## src/rtl/wb_grf_pkg.sv

```systemverilog
// Shared definitions for the write-back stage register file.
// Write-data select encodings and the hard-wired zero register index.
package wb_grf_pkg;

  typedef enum logic [1:0] {
    WDSEL_ALU  = 2'b00,
    WDSEL_DM   = 2'b01,
    WDSEL_PC8  = 2'b10,
    WDSEL_NONE = 2'b11
  } wdsel_e;

  localparam int REG_ZERO = 0;

endpackage

```

## src/rtl/wb_grf_array.sv

```systemverilog
// General register storage: one synchronous write port, two combinational read ports.
// Register 0 is hard-wired to zero and has no storage.
module grf_array
  import wb_grf_pkg::*;
#(
  parameter int DATA_W = 32,
  parameter int ADDR_W = 5
) (
  input  logic              clk,
  input  logic              reset,
  input  logic              w_en,
  input  logic [ADDR_W-1:0] w_addr,
  input  logic [DATA_W-1:0] w_data,
  input  logic [ADDR_W-1:0] ra_addr,
  input  logic [ADDR_W-1:0] rb_addr,
  output logic [DATA_W-1:0] ra_data,
  output logic [DATA_W-1:0] rb_data
);

  localparam int NREG = 2 ** ADDR_W;

  logic [DATA_W-1:0] regs_reg [NREG];

  assign regs_reg[REG_ZERO] = '0;

  // Per-register flops so the whole file clears in a single reset edge.
  generate
    for (genvar gi = 1; gi < NREG; gi++) begin : g_reg
      always_ff @(posedge clk) begin
        if (reset) begin
          regs_reg[gi] <= '0;
        end else if (w_en && (w_addr == ADDR_W'(gi))) begin
          regs_reg[gi] <= w_data;
        end
      end
    end
  endgenerate

  assign ra_data = regs_reg[ra_addr];
  assign rb_data = regs_reg[rb_addr];

endmodule

```

## src/rtl/wb_grf.sv

```systemverilog
// Write-back stage register file: write-data select, retire counter, commit observation.
// Define WB_GRF_BYPASS_EN to forward same-cycle write data to matching read ports.
module wb_grf
  import wb_grf_pkg::*;
#(
  parameter int DATA_W = 32,
  parameter int ADDR_W = 5
) (
  input  logic              clk,
  input  logic              reset,
  input  logic              wb_valid,
  input  logic [DATA_W-1:0] wb_pc4,
  input  logic [DATA_W-1:0] wb_aluout,
  input  logic [DATA_W-1:0] wb_dmdata,
  input  logic [ADDR_W-1:0] wb_wreg,
  input  logic [1:0]        wb_wdsel,
  input  logic [ADDR_W-1:0] rs_addr,
  input  logic [ADDR_W-1:0] rt_addr,
  output logic [DATA_W-1:0] rs_data,
  output logic [DATA_W-1:0] rt_data,
  output logic              wb_we_o,
  output logic [DATA_W-1:0] wb_wdata_o,
  output logic [31:0]       retire_cnt
);

  logic              we;
  logic [DATA_W-1:0] wdata;
  logic [DATA_W-1:0] rs_stored;
  logic [DATA_W-1:0] rt_stored;
  logic [31:0]       retire_cnt_reg;

  assign we = wb_valid && (wb_wreg != ADDR_W'(REG_ZERO)) && (wb_wdsel != WDSEL_NONE);

  always_comb begin
    wdata = wb_aluout;
    case (wb_wdsel)
      WDSEL_DM:  wdata = wb_dmdata;
      WDSEL_PC8: wdata = wb_pc4 + DATA_W'(4);
      default:   wdata = wb_aluout;
    endcase
  end

  grf_array #(
    .DATA_W (DATA_W),
    .ADDR_W (ADDR_W)
  ) u_array (
    .clk     (clk),
    .reset   (reset),
    .w_en    (we),
    .w_addr  (wb_wreg),
    .w_data  (wdata),
    .ra_addr (rs_addr),
    .rb_addr (rt_addr),
    .ra_data (rs_stored),
    .rb_data (rt_stored)
  );

  // Counts every valid instruction, including ones that do not write.
  always_ff @(posedge clk) begin
    if (reset) begin
      retire_cnt_reg <= '0;
    end else if (wb_valid) begin
      retire_cnt_reg <= retire_cnt_reg + 32'd1;
    end
  end

`ifdef WB_GRF_BYPASS_EN
  // No forwarding while in reset: reads then show the stored array only.
  assign rs_data = (we && !reset && (rs_addr == wb_wreg)) ? wdata : rs_stored;
  assign rt_data = (we && !reset && (rt_addr == wb_wreg)) ? wdata : rt_stored;
`else
  assign rs_data = rs_stored;
  assign rt_data = rt_stored;
`endif

  assign wb_we_o    = we;
  assign wb_wdata_o = wdata;
  assign retire_cnt = retire_cnt_reg;

endmodule

```

## config.mk

```make
export PLATFORM = sky130hd
export DESIGN_NAME = wb_grf
export DESIGN_NICKNAME = d
export VERILOG_FILES = /design/src/rtl/wb_grf_pkg.sv /design/src/rtl/wb_grf_array.sv /design/src/rtl/wb_grf.sv
export SDC_FILE = /design/constraint.sdc
export NUM_CORES = 2
export LEC_CHECK = 0
export CELL_PAD_IN_SITES_DETAIL_PLACEMENT = 1
export CELL_PAD_IN_SITES_GLOBAL_PLACEMENT = 2
export CORE_MARGIN = 8
export CORE_UTILIZATION = 39
export CTS_BUF_LIST = sky130_fd_sc_hd__clkbuf_8 sky130_fd_sc_hd__clkbuf_16
export DETAILED_ROUTE_END_ITERATION = 7
export PLACE_DENSITY = 0.82
export SLEW_MARGIN = 20
export SYNTH_ARGS = -nofsm -noshare
export SYNTH_HDL_FRONTEND = slang
export SYNTH_HIERARCHICAL = 1
export SYNTH_SLANG_ARGS = --single-unit
```

## constraint.sdc

```tcl
create_clock -name clk -period 6.3 [get_ports clk]
set_input_delay 1.89 -clock clk [delete_from_list [all_inputs] [get_ports clk]]
set_output_delay 1.89 -clock clk [all_outputs]
set_load 0.03 [all_outputs]
```

==> impl_metrics.json <==
{
  "place_congestion": 0.891,
  "io_buffers": 244,
  "overflow": 0,
  "syn_area_um2": 53900,
  "synth_nets": 7059,
  "antenna_found_initial": 2,
  "cts_buffer_depth": 3,
  "fin_nets": 7062,
  "synth_cells": 6938,
  "grt_pass1_wl_um": 355000,
  "multiInputGateArea_um2": 31100,
  "cp.required_ns": 4.41,
  "dr.first_iter.drc_count": 4043,
  "numCtsBuffers": 120,
  "crit_fanout": 24,
  "vdd_drop_max_v": 0.000221,
  "htreeDepth": 3,
  "ys.flop_type": "dfxtp_1",
  "dp_hpwl_um": 153000,
  "ys_ff_latch": 1024,
  "clk-insertion-delay-late_ns": 0.73,
  "regArea_um2": 20500,
  "clkSlewWorstSetupHoldPaths_ns": 0.05,
  "wirelength_um": 242000,
  "wl_met3_um": 14500,
  "grt_pass1_vias": 54400,
  "drc": 0,
  "setup_viol": 1,
  "finalClockSkew_ns": 0.00810,
  "crit_arrival_ns": 4.42,
  "dpl_cell_area_um2": 59700,
  "cts_hold_buf": 0,
  "leakage_nw": 22.8,
  "violations": "negative setup slack",
  "dieArea_um2": 150000,
  "ys_seq_area_share_pct": 38.1,
  "num_rows": 136,
  "fin_setup_tns_ns": -0.00534,
  "largest_reg_flops": 992,
  "min_period_ns": 6.31,
  "post-route-util_pct": 46.4,
  "cts_num_sinks": 1024,
  "syn_area_per_cell_um2": 7.76,
  "fmaxAchievable_mhz": 159,
  "most-common-layout-cells": "nand2_1 (2,163), a21oi_1 (1,126), dfxtp_1 (1,024)",
  "ant_nets": 0,
  "worstSetupPathType": "input pin to primary output",
  "first_pass_iters": 6,
  "power_mw": 15.9,
  "start_util_pct": 39.2,
  "ys_warn_count": 6,
  "drive_gt1_share_pct": 12.0,
  "die_w_um": 388,
  "p_per_area_nw_per_um2": 250,
  "coreArea_um2": 137000,
  "final_area_um2": 63800,
  "critPathLaunchType": "input pin",
  "worst_slew_pin_slew_ns": 1.11,
  "relSlewSlack_pct": 25.9,
  "io_pins": 245,
  "status": "finished, violations left",
  "async_flop_share_pct": 0,
  "grt_max_degree": 149,
  "top_layer": "met5",
  "cts_tree": "built",
  "layout_setup_ws_ns": -0.00534,
  "timing.final.hold_violations": 0,
  "drv_cap": 0,
  "area_growth_pct": 18.4,
  "grt_use_total_pct": 30.5,
  "viasPerCell": 6.04,
  "yosysUniqueCellTypes": 50,
  "crit_path_end_kind": "primary output",
  "finalMaxSlewViolations": 0,
  "root_buffer": "clkbuf_16",
  "synth_edf_count": 0,
  "vias": 53400,
  "hold_class": "register to register",
  "final_common_cell": "nand2_1",
  "wl_per_cell_um": 27.4,
  "die_y_um": 388,
  "final.period_utilization_pct": 100,
  "rsz0062_at_grt": "no",
  "postCtsSetupBuffers": 0,
  "wl_met1_um": 103000,
  "n_fill_cell": 16200,
  "route.met2.wl_um": 113000
}
[per-stage QoR]
step           setup WS [ns]  hold WS, ns  cells
6_report            -0.00534        0.468   8838
5_1_grt              0.00160        0.486   8837
4_1_cts               0.0605        0.469   8837
3_5_place_dp         -0.0854        0.459   8613
3_3_place_gp          -0.122        0.449   8612
2_1_floorplan          0.275        0.442   6938
[synthesized netlist by cell type (64+ instances only)]
master	instances	area, um2
nand2_1	2181	8190
a21oi_1	1128	5650
dfxtp_1	1024	20500
mux2i_1	769	7700
clkbuf_1	424	1590
a22oi_1	282	2120
nand3_1	209	1050
buf_2	200	1000
nor3_1	78	390
nor2b_1	76	475
a221oi_1	66	578
a31oi_1	65	407
mux2_2	64	721
mux4_2	64	1440
[final cells by class]
| cell class | instances | share of cell area, % |
|---|---|---|
| repair buffers | 553 | 9.33 |
| diodes | 1 | 0.00392 |
| well taps | 1794 | 3.52 |
| multi-input cells | 5225 | 48.7 |
| inverters | 17 | 0.100 |
| clock buffers | 147 | 5.31 |
| flip-flops and latches | 1024 | 32.1 |
| clock inverters | 77 | 0.900 |
[where the power goes]
part	switching [mW]	leakage, nW	internal [mW]
registers	0.0275	8.25	6.51
clock network	3.00	2.11	4.06
logic	1.57	12.4	0.747
[what timing repair did]
| item | 4_1_cts | 5_1_grt |
|---|---|---|
| resized for setup | 1 | 11 |
| endpoints found under the setup margin | 1 | 11 |
| endpoints found under the hold margin | 0 | 0 |
[routing by layer]
metal	global-route usage (%)	up-vias
met2	50.9	1779
met5	0	-
met3	4.37	482
met4	13.0	2
met1	39.3	27200
li1	-	23900
[worst paths after layout]
kind | cells past startpoint | from | slack, ns | to
max | 10 | rs_addr[1] | -0.005 | rs_data[12]
min | 2 | u_array/regs_reg[323] | 0.47 | u_array/regs_reg[323]
max reg2reg | 5 | retire_cnt[3] | 3.82 | retire_cnt[31]
min reg2reg | 2 | u_array/regs_reg[323] | 0.47 | u_array/regs_reg[323]
[worst max-delay path, stage by stage]
cell      delay (ns)
buf_8           0.08
buf_12          0.20
buf_4           0.27
mux2_2          0.35
a221oi_1        0.25
nor3_1          0.10
buf_4           0.16
a31oi_1         0.55
nand3_1         0.30
buf_4           0.25
[kinds of logic (layout without fill, tap and decap cells)]
| kind of cell | count (synthesis) | count (layout) | synth area share, % |
|---|---|---|---|
| compound gates | 1580 | 1580 | 16.6 |
| xor+xnor | 51 | 51 | 0.829 |
| fa+ha+maj | 5 | 5 | 0.116 |
| buf+inv | 689 | 794 | 5.52 |
| flops | 1024 | 1024 | 38.1 |
| mux | 897 | 897 | 18.3 |
| other cells | 0 | 1 | 0 |
| simple gates | 2692 | 2692 | 20.5 |
No activity file was read; power rests on OpenSTA's default activity.
